`config.mk`:
```
export PLATFORM = sky130hd
export DESIGN_NAME = gpio_z_rx
export DESIGN_NICKNAME = d
export VERILOG_FILES = /design/src/rtl/gpio_z_pkg.sv /design/src/rtl/gpio_z_sync.sv /design/src/rtl/gpio_z_rx.sv
export SDC_FILE = /design/constraint.sdc
export NUM_CORES = 1
export LEC_CHECK = 0
export ABC_AREA = 1
export CAP_MARGIN = 20
export CORE_UTILIZATION = 51
export DETAILED_ROUTE_END_ITERATION = 6
export PLACE_DENSITY = 0.78
export RECOVER_POWER = 50
export SYNTH_ARGS = -nofsm -noshare
export SYNTH_HDL_FRONTEND = slang
export SYNTH_SLANG_ARGS = --single-unit
```
`constraint.sdc`:
```
create_clock -name clk_clk -period 1.7 [get_ports clk_clk]
set_clock_uncertainty 0.15 [all_clocks]
set_input_delay 0.34 -clock clk_clk [delete_from_list [all_inputs] [get_ports clk_clk]]
set_output_delay 0.34 -clock clk_clk [all_outputs]
set_load 0.03 [all_outputs]
```
`src/rtl/gpio_z_pkg.sv`:
```
// Shared definitions for the gpio_z inter-board link: line bit positions,
// symbol width and receiver FSM states. Also used by the FPGA1 sender.
package gpio_z_pkg;

  localparam int unsigned LINE_W     = 4;
  localparam int unsigned STROBE_BIT = 3;
  localparam int unsigned SOF_BIT    = 2;
  localparam int unsigned DATA_MSB   = 1;
  localparam int unsigned DATA_LSB   = 0;
  localparam int unsigned SYM_W      = 2;

  typedef enum logic [0:0] {
    StIdle,
    StCollect
  } rx_state_e;

endpackage

```
`src/rtl/gpio_z_sync.sv`:
```
// Multi-stage, multi-bit synchroniser for asynchronous input lines.
// All stages reset to zero.
module gpio_z_sync #(
  parameter int unsigned Stages = 2,
  parameter int unsigned Width  = 4
) (
  input  logic             clk_i,
  input  logic             rst_ni,
  input  logic [Width-1:0] d_i,
  output logic [Width-1:0] q_o
);

  logic [Stages-1:0][Width-1:0] sync_q;

  // Shift raw lines through the synchroniser chain.
  always_ff @(posedge clk_i or negedge rst_ni) begin
    if (!rst_ni) begin
      sync_q <= '0;
    end else begin
      sync_q <= {sync_q[Stages-2:0], d_i};
    end
  end

  assign q_o = sync_q[Stages-1];

endmodule

```
`src/rtl/gpio_z_rx.sv`:
```
// Receiver for the gpio_z link: synchronises the pins, detects STROBE toggles,
// assembles 2-bit symbols into words and presents them on a valid/ready port
// with sticky overrun / framing-error / done status.
module gpio_z_rx
  import gpio_z_pkg::*;
#(
  parameter int unsigned SYNC_STAGES  = 2,
  parameter int unsigned SYM_PER_WORD = 4,
  parameter int unsigned TIMEOUT_CYC  = 1024,
  localparam int unsigned WORD_W      = SYM_W * SYM_PER_WORD
) (
  input  logic              clk_clk,
  input  logic              reset_reset_n,
  input  logic [3:0]        gpio_z_in,
  output logic [WORD_W-1:0] rx_data,
  output logic              rx_valid,
  input  logic              rx_ready,
  input  logic              clear_err,
  output logic              rx_overrun,
  output logic              rx_frame_err,
  output logic              rx_done
);

  localparam int unsigned PrimeCyc = SYNC_STAGES + 1;
  localparam int unsigned PrimeW   = $clog2(PrimeCyc + 1);
  localparam int unsigned CntW     = $clog2(SYM_PER_WORD + 1);
  localparam int unsigned TmrW     = $clog2(TIMEOUT_CYC);

  logic [LINE_W-1:0] gpio_sync;
  logic              sync_strobe;
  logic              sof_s;
  logic [SYM_W-1:0]  data_s;

  logic [PrimeW-1:0] prime_q;
  logic              primed;
  logic              prev_strobe_q;
  logic              sym_evt;

  rx_state_e         state_q, state_d;
  logic [CntW-1:0]   cnt_q, cnt_nxt;
  logic [WORD_W-1:0] shift_q, shift_nxt;
  logic [TmrW-1:0]   tmr_q;

  logic              take;
  logic              restart;
  logic              frame_evt;
  logic              timeout;
  logic              word_done;
  logic              slot_free;

  logic [WORD_W-1:0] rx_data_q;
  logic              rx_valid_q;
  logic              rx_overrun_q;
  logic              rx_frame_err_q;
  logic              rx_done_q;

  gpio_z_sync #(
    .Stages(SYNC_STAGES),
    .Width (LINE_W)
  ) u_sync (
    .clk_i (clk_clk),
    .rst_ni(reset_reset_n),
    .d_i   (gpio_z_in),
    .q_o   (gpio_sync)
  );

  assign sync_strobe = gpio_sync[STROBE_BIT];
  assign sof_s       = gpio_sync[SOF_BIT];
  assign data_s      = gpio_sync[DATA_MSB:DATA_LSB];

  // Mask edge detection until the synchroniser holds real pin values, so a
  // line already high at reset release is not seen as a toggle.
  always_ff @(posedge clk_clk or negedge reset_reset_n) begin
    if (!reset_reset_n) begin
      prime_q       <= '0;
      prev_strobe_q <= 1'b0;
    end else begin
      if (!primed) prime_q <= prime_q + 1'b1;
      prev_strobe_q <= sync_strobe;
    end
  end

  assign primed  = (prime_q == PrimeW'(PrimeCyc));
  assign sym_evt = primed & (sync_strobe ^ prev_strobe_q);

  // FSM state register.
  always_ff @(posedge clk_clk or negedge reset_reset_n) begin
    if (!reset_reset_n) begin
      state_q <= StIdle;
    end else begin
      state_q <= state_d;
    end
  end

  // FSM actions: which symbols are taken, restarts, errors and completion.
  always_comb begin
    take      = 1'b0;
    restart   = 1'b0;
    frame_evt = 1'b0;
    timeout   = 1'b0;
    unique case (state_q)
      StIdle: begin
        if (sym_evt) begin
          if (sof_s) begin
            take    = 1'b1;
            restart = 1'b1;
          end else begin
            frame_evt = 1'b1;
          end
        end
      end
      StCollect: begin
        if (sym_evt) begin
          take = 1'b1;
          if (sof_s) begin
            // Unexpected SOF: drop the partial word and start over with this symbol.
            frame_evt = 1'b1;
            restart   = 1'b1;
          end
        end else if (tmr_q == TmrW'(TIMEOUT_CYC - 1)) begin
          frame_evt = 1'b1;
          timeout   = 1'b1;
        end
      end
      default: ;
    endcase
    cnt_nxt   = restart ? CntW'(1) : cnt_q + 1'b1;
    shift_nxt = WORD_W'({shift_q, data_s});
    word_done = take && (cnt_nxt == CntW'(SYM_PER_WORD));
  end

  // FSM next state.
  always_comb begin
    state_d = state_q;
    if (word_done || timeout) begin
      state_d = StIdle;
    end else if (take) begin
      state_d = StCollect;
    end
  end

  // Symbol shift register, symbol counter and inactivity timer.
  always_ff @(posedge clk_clk or negedge reset_reset_n) begin
    if (!reset_reset_n) begin
      cnt_q   <= '0;
      shift_q <= '0;
      tmr_q   <= '0;
    end else begin
      if (take) begin
        shift_q <= shift_nxt;
        cnt_q   <= word_done ? '0 : cnt_nxt;
      end else if (timeout) begin
        cnt_q <= '0;
      end
      if (take || timeout || (state_q == StIdle)) begin
        tmr_q <= '0;
      end else begin
        tmr_q <= tmr_q + 1'b1;
      end
    end
  end

  assign slot_free = !rx_valid_q || rx_ready;

  // Output slot and sticky status flags; a new error event beats clear_err.
  always_ff @(posedge clk_clk or negedge reset_reset_n) begin
    if (!reset_reset_n) begin
      rx_data_q      <= '0;
      rx_valid_q     <= 1'b0;
      rx_overrun_q   <= 1'b0;
      rx_frame_err_q <= 1'b0;
      rx_done_q      <= 1'b0;
    end else begin
      if (word_done && slot_free) begin
        rx_data_q  <= shift_nxt;
        rx_valid_q <= 1'b1;
        rx_done_q  <= 1'b1;
      end else if (rx_valid_q && rx_ready) begin
        rx_valid_q <= 1'b0;
      end
      rx_overrun_q   <= (rx_overrun_q & ~clear_err) | (word_done & ~slot_free);
      rx_frame_err_q <= (rx_frame_err_q & ~clear_err) | frame_evt;
    end
  end

  assign rx_data      = rx_data_q;
  assign rx_valid     = rx_valid_q;
  assign rx_overrun   = rx_overrun_q;
  assign rx_frame_err = rx_frame_err_q;
  assign rx_done      = rx_done_q;

endmodule
```
==> Word-level counts from Yosys, hierarchy flattened <==
Cells that the tools add are included.
{ "word_totals": {"regBits": 43, "input_bits": 8, "output_inout_bits": 12, "elab_cells": 60} }
{ "op_classes": {"n_addsub": 3, "eq_ne": 3, "mux": 20, "n_bitwise": 10, "n_reduce_logical": 11} }
{ "op_table": {"columns": ["cell", "n"], "rows": [
  ["1-bit 2-to-1 mux", 13],
  ["3-bit 2-to-1 mux", 4],
  ["10-bit by 1-bit adder with 10-bit output (second input constant)", 1],
  ["10-bit equality test (second input constant)", 1],
  ["10-bit 2-to-1 mux", 1],
  ["2-bit nonzero test", 3],
  ["1-bit AND", 4],
  ["1-bit logical OR", 4],
  ["1-bit one-hot mux with 2 select lines", 2],
  ["3-bit by 1-bit adder with 3-bit output (second input constant)", 1],
  ["3-bit equality test (second input constant)", 1],
  ["1-bit logical AND", 3],
  ["1-bit inverter", 3],
  ["2-bit by 1-bit adder with 2-bit output (second input constant)", 1],
  ["2-bit equality test (second input constant)", 1],
  ["1-bit bitwise OR", 2],
  ["1-bit zero test", 1],
  ["1-bit XOR", 1]
]} }

==> Longest topological paths before layout <==
Gate-level depths: netlist (run 1).
{ "logic_depth": {"ltp_word": 8, "mapped_depth": 9, "depth_no_buf": 9} }

==> Hierarchy <==
From an unflattened synthesis (run 1), not the netlist that was laid out.
{ "unflattened": {"hier_cells": 187, "area_unflattened_um2": 1834.3} }
{ "modules_own_cells": {"columns": ["module", "instances", "cells_each", "area_each_um2", "seq_area_each_um2"], "rows": [
  ["gpio_z_rx", 1, 175, 1604.0, 875.8],
  ["gpio_z_sync", 1, 12, 230.2, 200.2]
]} }

==> Worst setup path before layout (run 1) <==
OpenSTA, ideal clock, no wires.
{ "synth_timing": {"path_type": "register to register", "start": "register cnt_q[0]", "end": "register rx_data_q[0] (netlist: rx_data[0])", "setup_time_ns": 0.118, "t_arrival_ns": 1.325, "t_required_ns": 1.432, "slack_ns": 0.107, "stages_incl_launch_ff": 8, "path_buffers": 0, "synth_period_minus_slack_ns": 1.593, "path_cell_list": "dfrtp_1 ha_1 nor2_1 inv_1 nor2_8 nand2_4 nand2_1 nand2_1"} }
{ "synth_between": {"elab_chain_cells": 5} }
{ "synth_lines": {"columns": ["item", "line", "rtl"], "rows": [
  ["start, declared", "gpio_z_rx.sv:40", "logic [CntW-1:0] cnt_q, cnt_nxt;"],
  ["start signal, assigned", "gpio_z_rx.sv:151", "cnt_q <= word_done ? '0 : cnt_nxt;"],
  ["3-bit by 1-bit adder with 3-bit output", "gpio_z_rx.sv:127", "cnt_nxt = restart ? CntW'(1) : cnt_q + 1'b1;"],
  ["3-bit 2-to-1 mux", "gpio_z_rx.sv:127", null],
  ["3-bit equality test", "gpio_z_rx.sv:129", "word_done = take && (cnt_nxt == CntW'(SYM_PER_WORD));"],
  ["1-bit logical AND", "gpio_z_rx.sv:129", null],
  ["1-bit logical AND", "gpio_z_rx.sv:174", "if (word_done && slot_free) begin"],
  ["end signal, assigned", "gpio_z_rx.sv:175", "rx_data_q <= shift_nxt;"],
  ["end, declared", "gpio_z_rx.sv:51", "logic [WORD_W-1:0] rx_data_q;"]
]} }
No other way between the ends.
A chain may end at the register's enable or synchronous reset.

==> Worst setup path in the final report (run 1) <==
{ "layout_timing": {"start": "register cnt_q[1]", "end": "register rx_data_q[7] (netlist: rx_data[7])"} }
Same word-level chain as after synthesis.

==> results of run 1 <==
where the power goes:
group	internal, mW	switching (mW)	total (mW)
logic	0.261	0.440	0.701
registers	1.18	0.110	1.29
clock network	0.147	0.292	0.439
total	1.59	0.842	2.43
layer usage:
layer  vias to the layer above  share of wire  GRT usage
li1                        638              -          -
met2                        35           0.52      0.329
met1                       613           0.43      0.252
met3                         7          0.040     0.0672
met4                         0          0.013     0.0942
met5                         -              0          0
layout make-up:
cell class | instances | area [um2] | share of cell area
inverter | 14 | 53.8 | 0.0244
tap | 46 | 57.6 | 0.0261
multi-input combinational | 118 | 672 | 0.305
timing repair buffer | 35 | 303 | 0.137
clock buffer | 6 | 41.3 | 0.0187
sequential | 43 | 1080 | 0.488
per-stage QoR:
step | std cells | TNS [ps]
2_1_floorplan | 177 | 0
5_1_grt | 262 | -187
3_3_place_gp | 245 | 0
3_5_place_dp | 245 | -159
4_1_cts | 258 | 0
6_report | 262 | 0
worst max-delay path, stage by stage (launching register included):
cell and delay [ps]:
sky130_fd_sc_hd__dfrtp_1 400, sky130_fd_sc_hd__ha_2 190, sky130_fd_sc_hd__inv_1 60, sky130_fd_sc_hd__nand2_1 60, sky130_fd_sc_hd__nand2_2 100, sky130_fd_sc_hd__nand4_4 150
sky130_fd_sc_hd__nor2_8 130, sky130_fd_sc_hd__buf_12 120, sky130_fd_sc_hd__nand2_8 60, sky130_fd_sc_hd__nand2_1 80, sky130_fd_sc_hd__nand2_1 50
synth_stat cells, drive strengths merged:
cell	n
nand3	19
dfrtp	43
a21oi	1
o211ai	1
buf	2
nor2	18
xnor2	2
ha	3
nand4	2
nand2	60
clkinv	1
and3	1
xor2	7
o21ai	1
nor3	2
inv	13
mux2	1
placed cells by master (no fill, tap or decap), drive strengths merged:
cell type / count
nand2: 60
dfrtp: 43
nand3: 19
nor2: 18
buf: 16
inv: 13
dlygate4sd2: 12
xor2: 7
clkbuf: 6
dlygate4sd3: 5
ha: 3
nor3: 2
xnor2: 2
clkdlybuf4s50: 2
nand4: 2
and3: 1
a21oi: 1
o211ai: 1
mux2: 1
clkinv: 1
o21ai: 1
sequential cells by signal, summed over array words and instances, names as in the netlist:
| register | flops |
|---|---|
| cnt_q | 3 |
| prev_strobe_q | 1 |
| prime_q | 2 |
| rx_data | 8 |
| rx_done | 1 |
| rx_frame_err | 1 |
| rx_overrun | 1 |
| rx_valid | 1 |
| shift_q | 6 |
| state_q | 1 |
| tmr_q | 10 |
| u_sync.q_o | 4 |
| u_sync.sync_q | 4 |
kinds of logic after synthesis:
| family | Yosys count |
|---|---|
| and+or+nand+nor | 102 |
| DFF | 43 |
| buffers and inverters | 16 |
| xor gates and xnor gates | 9 |
| AOI/OAI and AO/OA | 3 |
| adders and majority gates | 3 |
| muxes | 1 |
worst min-delay path by stage:
stage,start,endpoint,slack (ps)
6_report,u_sync.sync_q[3],u_sync.q_o[3],210
5_1_grt,u_sync.sync_q[3],u_sync.q_o[3],220
4_1_cts,u_sync.sync_q[3],u_sync.q_o[3],210
3_5_place_dp,u_sync.sync_q[3],u_sync.q_o[3],190
3_3_place_gp,u_sync.sync_q[0],u_sync.q_o[0],180
2_1_floorplan,reset_reset_n,cnt_q[0],-110
timing repair:
action | 4_1_cts | 5_1_grt
setup buffers | 6 | 4
hold buffers | 1 | 0
setup endpoints to repair | 20 | 21
hold endpoints to repair | 43 | 0
resized for setup | 15 | 10
pin swaps | 2 | 6
==> flow_metrics.tcl, run 1 <==
set metrics [dict create \
    whs_path_depth 0 \
    number_of_inserted_diodes 0 \
    synth_compound_gate_area_share 0.00986 \
    ff2ff_path_depth 10 \
    netlist_area_um2 1780 \
    clock_insertion_delay_worst_skew_ps 340 \
    max-vdd-ir-drop_mv 0.451 \
    grt-ovfl-total 0 \
    mux_contribution_to_synthesized_area 0.00634 \
    dp_worst_setup_slack_ps -43.3 \
    routability_congestion_estimate_from_global_placement 0.793 \
    worst-endpoint-required_ps 1800 \
    cap_viol_max_count 0 \
    flow.area_growth_from_synthesis_pct 24.0 \
    hold_ws_ps 210 \
    cp-start-kind "flop" \
    layout.nets 228 \
    number_of_placement_rows 21 \
    globalRouteTotalUtil 0.205 \
    number_of_global_route_vias_before_repair 1224 \
    drtAntennaViolNets 0 \
    rr_startpoint "cnt_q[1]" \
    post-route-worst-setup-slack_ps 35.8 \
    drt_wl_total_um 3330 \
    timing.hold.worst.class "flop to flop" \
    maxSlewViolCount 0 \
    die-width_um 61.0 \
    vias 1293 \
    numCtsBuffers 5 \
    synth_top_cells_by_area "sky130_fd_sc_hd__dfrtp_1, sky130_fd_sc_hd__nand2_1, sky130_fd_sc_hd__nand3_1" \
    synth_seq_cells 43 \
    dpl_cell_area_um2 2040 \
    drt_drc_violations_left 0 \
    synth.top_cell.area_share 0.606 \
    r2r_slack_ps 40 \
    timing.setup.critical_path_class "flop to flop" \
    netlist_instances 177 \
    grt_start_max_net_pins 44 \
    avgViaCountPerCell 4.94 \
    fraction_of_final_layout_cells_with_drive_strength_greater_than_1 0.190 \
    drt-pass1-iter-count 6 \
    timing.slew.headroom 0.393 \
    grt_pass1_wl_um 5360 \
    fillerInstances 271 \
    ys_types 26 \
    fin_util 0.660 \
    cts_max_level 2 \
    cts_buffer_depth 2 \
    drt_first_iter_violations 77 \
    startpoint "cnt_q[1]" \
    io_pins 20 \
    finalWorstPathRequiredPeriod_ps 1660 \
    setup_viol 0 \
    post_synth.cell_area_avg_um2 10.0 \
    critical_path.endpoint_type "flop" \
    initial_core_util 0.532 \
    synth_top_family_by_area "simple AND/OR/NAND/NOR gates" \
    synth_fa_ha_area_frac 0.0211 \
    unrepaired_setup_endpoints_after_global_routing "yes" \
    numPortBuffers 19 \
    simple_gate_share_of_the_synthesized_area 0.272 \
    syn-num-nets 188 \
    max_freq_ghz 0.601 \
    clock_sinks 43 \
    cts_root_buf "sky130_fd_sc_hd__clkbuf_4" \
    die_h_um 61.0 \
    detailed_place_hpwl_um 2190 \
    timing_worst_slew_pin_value_ps 911 \
    tritoncts "done" \
    power_mw 2.43 \
    report.final.hold_viol_count 0 \
    share_of_synthesized_area_occupied_by_flip_flops_and_latches 0.606 \
    yosys_warnings 0 \
    finalCritPeriodShare 0.979 \
    postLayoutCellArea_um2 2200 \
    grt_antenna_before_repair 0 \
    dieArea_um2 3720 \
    fraction_of_synthesized_cell_area_in_xor_and_xnor_cells 0.0444 \
    crit_arrival_ps 1760 \
    coreArea_um2 3340 \
    detail_route.wl_per_cell_um 12.7 \
    netlist.top_cell.by_area "sky130_fd_sc_hd__dfrtp_1" \
    p_leak_nw 1.13 \
    outcome "finished, final reports clean" \
    crit_path_max_fanout 10 \
    power.density_nw_per_um2 1100 \
    clkSlewWorstSetupHoldPaths_ps 110 \
    setup.worst_path.end "rx_data[7]" \
    worst_r2r_endpoint "rx_data[7]" \
]
(Power assumes the default switching activity.)
==> inputs of run 2 (changes only) <==
--- a/config.mk
+++ b/config.mk
@@ -7,9 +7,9 @@
 export LEC_CHECK = 0
 export ABC_AREA = 1
 export CAP_MARGIN = 20
-export CORE_UTILIZATION = 51
+export CORE_UTILIZATION = 41
+export CTS_BUF_LIST = sky130_fd_sc_hd__clkbuf_2 sky130_fd_sc_hd__clkbuf_4 sky130_fd_sc_hd__clkbuf_8
 export DETAILED_ROUTE_END_ITERATION = 6
-export PLACE_DENSITY = 0.78
 export RECOVER_POWER = 50
 export SYNTH_ARGS = -nofsm -noshare
 export SYNTH_HDL_FRONTEND = slang
==> flow_metrics.tcl, run 2 (synthesis results as in run 1) <==
set metrics [dict create \
    numPortBuffers 19 \
    slowest_stage "sky130_fd_sc_hd__dfrtp_1" \
    timing.setup.critical_path_class "flop to flop" \
    tritoncts "done" \
    path_delay_family "simple AND/OR/NAND/NOR gates" \
    path_common_cell "sky130_fd_sc_hd__nand2_1" \
    cts_buffer_depth 2 \
    unrepaired_setup_endpoints_after_global_routing "yes" \
    report.final.hold_viol_count 0 \
    vias 1267 \
    cts_root_buf "sky130_fd_sc_hd__clkbuf_8" \
    finalWorstPathRequiredPeriod_ps 1660 \
    detail_route.wl_per_cell_um 11.8 \
    routability_congestion_estimate_from_global_placement 0.824 \
    die_h_um 67.8 \
    number_of_inserted_diodes 0 \
    max-vdd-ir-drop_mv 0.515 \
    detailed_place_hpwl_um 2110 \
    count_of_buffer_and_inverter_cells_on_the_critical_path 2 \
    layout_commonest_cell "sky130_fd_sc_hd__nand2_1" \
    final_cell_mix "sky130_fd_sc_hd__nand2_1, sky130_fd_sc_hd__dfrtp_1, sky130_fd_sc_hd__nand3_1" \
    outcome "finished, final reports clean" \
    die-width_um 67.8 \
    crit_path_cell_trace "ha_1 > inv_1 > nand2_1 > nand2_1 > nand4_4 > buf_4 > nor2_4 > nand3_1 > nand2_1" \
    grt-ovfl-total 0 \
    timing.critical_path.slowest_cell_delay_ps 400 \
    timing_worst_slew_pin_value_ps 508 \
    cts_max_level 2 \
    clock_insertion_delay_worst_skew_ps 290 \
    grt_start_max_net_pins 26 \
    p_leak_nw 1.13 \
    drt_drc_violations_left 0 \
    coreArea_um2 4090 \
    drt_first_iter_violations 94 \
    globalRouteTotalUtil 0.155 \
    clock_sinks 43 \
    numCtsBuffers 5 \
    crit_path_max_fanout 5 \
    drtAntennaViolNets 0 \
    flip_flop_count_of_the_largest_register_all_copies_and_words_added 10 \
    critical_path.endpoint_type "flop" \
    fin_util 0.546 \
    cap_viol_max_count 0 \
    crit_arrival_ps 1740 \
    grt_pass1_wl_um 5090 \
    initial_core_util 0.435 \
    timing.hold.worst.class "flop to flop" \
    largest-register "tmr_q" \
    layout.nets 228 \
    setup_viol 0 \
    maxSlewViolCount 0 \
    timing.slew.headroom 0.662 \
    clkSlewWorstSetupHoldPaths_ps 70 \
    drt_wl_total_um 3150 \
    finalCritPeriodShare 0.977 \
    grt_antenna_before_repair 0 \
    fillerInstances 355 \
    cp-start-kind "flop" \
    power.density_nw_per_um2 1150 \
    dieArea_um2 4600 \
    fraction_of_final_layout_cells_with_drive_strength_greater_than_1 0.181 \
    flow.area_growth_from_synthesis_pct 25.6 \
    tns_ps 0 \
    worst-endpoint-required_ps 1780 \
    drt-pass1-iter-count 6 \
    number_of_global_route_vias_before_repair 1158 \
    max_freq_ghz 0.602 \
    io_pins 20 \
    avgViaCountPerCell 4.76 \
    number_of_placement_rows 23 \
]
==> run 2: stage by stage <==
stage / total power, mW / std cells / instance area [um2] / setup WS (ps) / hold WS [ps]
floorplan: 1.71 / 177 / 1780 / 107 / -106
global placement: 1.95 / 249 / 2060 / 74.0 / 156
detailed placement: 1.98 / 249 / 2060 / 17.6 / 168
CTS: 2.53 / 256 / 2130 / 7.23 / 204
global route: 2.73 / 266 / 2230 / -34.2 / 206
finish: 2.57 / 266 / 2230 / 39.8 / 200
==> run 2: worst paths after layout <==
kind | startpoint | to | slack [ps] | cells past startpoint
setup / recovery | cnt_q[0] | rx_data[4] | 40 | 9
hold / removal | u_sync.sync_q[1] | u_sync.q_o[1] | 200 | 0
setup reg to reg | cnt_q[0] | rx_data[4] | 40 | 9
hold reg to reg | u_sync.sync_q[1] | u_sync.q_o[1] | 200 | 0
max in group asynchronous | reset_reset_n | shift_q[3] | 500 | 3
min in group asynchronous | reset_reset_n | u_sync.sync_q[2] | 400 | 2
==> run 2: what timing repair did <==
action	CTS	global route
hold endpoints to repair	18	0
pin swaps	0	5
setup buffers	0	8
hold buffers	1	0
setup endpoints to repair	12	30
cloned	0	2
gates resized for setup	12	7
==> run 2: layout make-up <==
cell class,count,area [um2],share of cell area
well taps,50,62.6,0.0280
inverters,14,53.8,0.0241
multi-input cells,120,673,0.302
repair buffers,33,290,0.130
clock buffers,6,76.3,0.0342
flip-flops and latches,43,1080,0.482
==> run 2: where the power goes <==
group	internal, mW	switching [mW]	total, mW
clock network	0.290	0.306	0.596
registers	1.18	0.109	1.29
logic	0.254	0.430	0.684
==> run 2: layer usage <==
metal | GRT usage | up-vias | share of wire
li1 | - | 637 | -
met1 | 0.191 | 603 | 0.49
met2 | 0.239 | 23 | 0.46
met3 | 0.0550 | 4 | 0.038
met4 | 0.0807 | 0 | 0.012
met5 | 0 | - | 0
==> inputs of run 3 (changes only) <==
--- a/config.mk
+++ b/config.mk
@@ -11,6 +11,7 @@
 export CTS_BUF_LIST = sky130_fd_sc_hd__clkbuf_2 sky130_fd_sc_hd__clkbuf_4 sky130_fd_sc_hd__clkbuf_8
 export DETAILED_ROUTE_END_ITERATION = 6
 export RECOVER_POWER = 50
+export REMOVE_ABC_BUFFERS = 1
 export SYNTH_ARGS = -nofsm -noshare
 export SYNTH_HDL_FRONTEND = slang
 export SYNTH_SLANG_ARGS = --single-unit
==> flow_metrics.tcl, run 3 (synthesis results as in run 1) <==
set metrics [dict create \
    drt_drc_violations_left 0 \
    p_leak_nw 1.13 \
    finalWorstPathRequiredPeriod_ps 1640 \
    crit_arrival_ps 1670 \
    crit_path_max_fanout 6 \
    fraction_of_final_layout_cells_with_drive_strength_greater_than_1 0.182 \
    drt_first_iter_violations 60 \
    report.final.hold_viol_count 0 \
    die-width_um 67.8 \
    fillerInstances 373 \
    number_of_global_route_vias_before_repair 1221 \
    dp.cells 249 \
    largest-register "tmr_q" \
    slowest_stage "sky130_fd_sc_hd__dfrtp_1" \
    power.density_nw_per_um2 1160 \
    timing.critical_path.slowest_cell_delay_ps 410 \
    clock_sinks 43 \
    clock_insertion_delay_worst_skew_ps 280 \
    grt_antenna_before_repair 0 \
    maxSlewViolCount 0 \
    max_freq_ghz 0.608 \
    grt-ovfl-total 0 \
    timing.hold.worst.class "flop to flop" \
    vias 1240 \
    final_cell_mix "sky130_fd_sc_hd__nand2_1, sky130_fd_sc_hd__dfrtp_1, sky130_fd_sc_hd__nor2_1" \
    tns_ps 0 \
    drtAntennaViolNets 0 \
    routability_congestion_estimate_from_global_placement 0.798 \
    flip_flop_count_of_the_largest_register_all_copies_and_words_added 10 \
    coreArea_um2 4090 \
    unrepaired_setup_endpoints_after_global_routing "yes" \
    path_common_cell "sky130_fd_sc_hd__nand2_1" \
    grt_start_max_net_pins 26 \
    power_mw 2.58 \
    cap_viol_max_count 0 \
    cts_root_buf "sky130_fd_sc_hd__clkbuf_8" \
    grt_pass1_wl_um 5260 \
    avgViaCountPerCell 4.70 \
    globalRouteTotalUtil 0.156 \
    cp-start-kind "flop" \
    clkSlewWorstSetupHoldPaths_ps 70 \
    timing.slew.headroom 0.691 \
    tritoncts "done" \
    finalCritPeriodShare 0.967 \
    layout.nets 224 \
    number_of_inserted_diodes 0 \
    detail_route.wl_per_cell_um 11.5 \
    layout_commonest_cell "sky130_fd_sc_hd__nand2_1" \
    cts_max_level 2 \
    worst-endpoint-required_ps 1720 \
    io_pins 20 \
    dieArea_um2 4600 \
    drt_wl_total_um 3040 \
    fin_util 0.542 \
    number_of_placement_rows 23 \
    finalNonFillerCells 264 \
    initial_core_util 0.435 \
    numPortBuffers 19 \
    numCtsBuffers 5 \
    cts_buffer_depth 2 \
    outcome "finished, final reports clean" \
    timing.setup.critical_path_class "flop to flop" \
    hold_ws_ps 204 \
    timing_worst_slew_pin_value_ps 463 \
    critical_path.endpoint_type "flop" \
    setup_viol 0 \
    flow.area_growth_from_synthesis_pct 24.6 \
    die_h_um 67.8 \
    crit_path_cell_trace "ha_2 > inv_1 > nand2_1 > nand2_2 > nand4_4 > nor2_8 > nand2_2 > nand2_1 > nand2_1" \
    drt-pass1-iter-count 4 \
    detailed_place_hpwl_um 2150 \
    max-vdd-ir-drop_mv 0.646 \
]
## run 3: critical path: cells and delay by family, from the launching register on
kind / cells / cell delay (ps)
buf+inv: 1 / 50
simple gates: 7 / 720
flops: 1 / 410
fa+ha+maj: 1 / 200
## run 3: final timing paths
path | from | endpoint | slack [ps] | depth (start not counted)
worst max register to register | cnt_q[0] | rx_data[2] | 60 | 9
worst min register to register | u_sync.sync_q[1] | u_sync.q_o[1] | 200 | 0
min in group asynchronous | reset_reset_n | prime_q[0] | 390 | 2
worst max-delay path | cnt_q[0] | rx_data[2] | 60 | 9
worst min-delay path | u_sync.sync_q[1] | u_sync.q_o[1] | 200 | 0
max in group asynchronous | reset_reset_n | rx_data[3] | 260 | 3
## run 3: routing by layer
| metal | global-route usage | vias to the layer above | wire (um) |
|---|---|---|---|
| met2 | 0.245 | 16 | 1450 |
| met4 | 0.0703 | 0 | 37 |
| met3 | 0.0450 | 4 | 91 |
| met5 | 0 | - | 0 |
| met1 | 0.199 | 592 | 1470 |
| li1 | - | 628 | - |
## run 3: where the power goes
part | internal, mW | total [mW] | switching (mW)
registers | 1.18 | 1.29 | 0.109
clock network | 0.320 | 0.633 | 0.313
logic | 0.241 | 0.656 | 0.415
## run 3: area by class of cell
type | count | area, um2 | area share
inverter | 14 | 53.8 | 0.0243
timing repair buffer | 30 | 259 | 0.117
clock buffer | 7 | 83.8 | 0.0379
clock inverter | 1 | 5.00 | 0.00226
tap | 50 | 62.6 | 0.0282
multi-input combinational | 119 | 674 | 0.305
sequential | 43 | 1080 | 0.486
## run 3: what timing repair did
action,CTS,global route
gates cloned,0,1
buffers inserted,0,5
endpoints found under the hold margin,18,0
setup endpoints to repair,12,25
gates resized for setup,12,12
hold buffers,1,0
pin swaps,0,5
## run 3: stage by stage
step | setup WS, ps | instance area [um2]
final | 55.3 | 2210
after global routing | -35.2 | 2210
after CTS | 7.41 | 2140
after detailed placement | 22.2 | 2060
after global placement | 67.6 | 2060
after floorplan | 107 | 1760
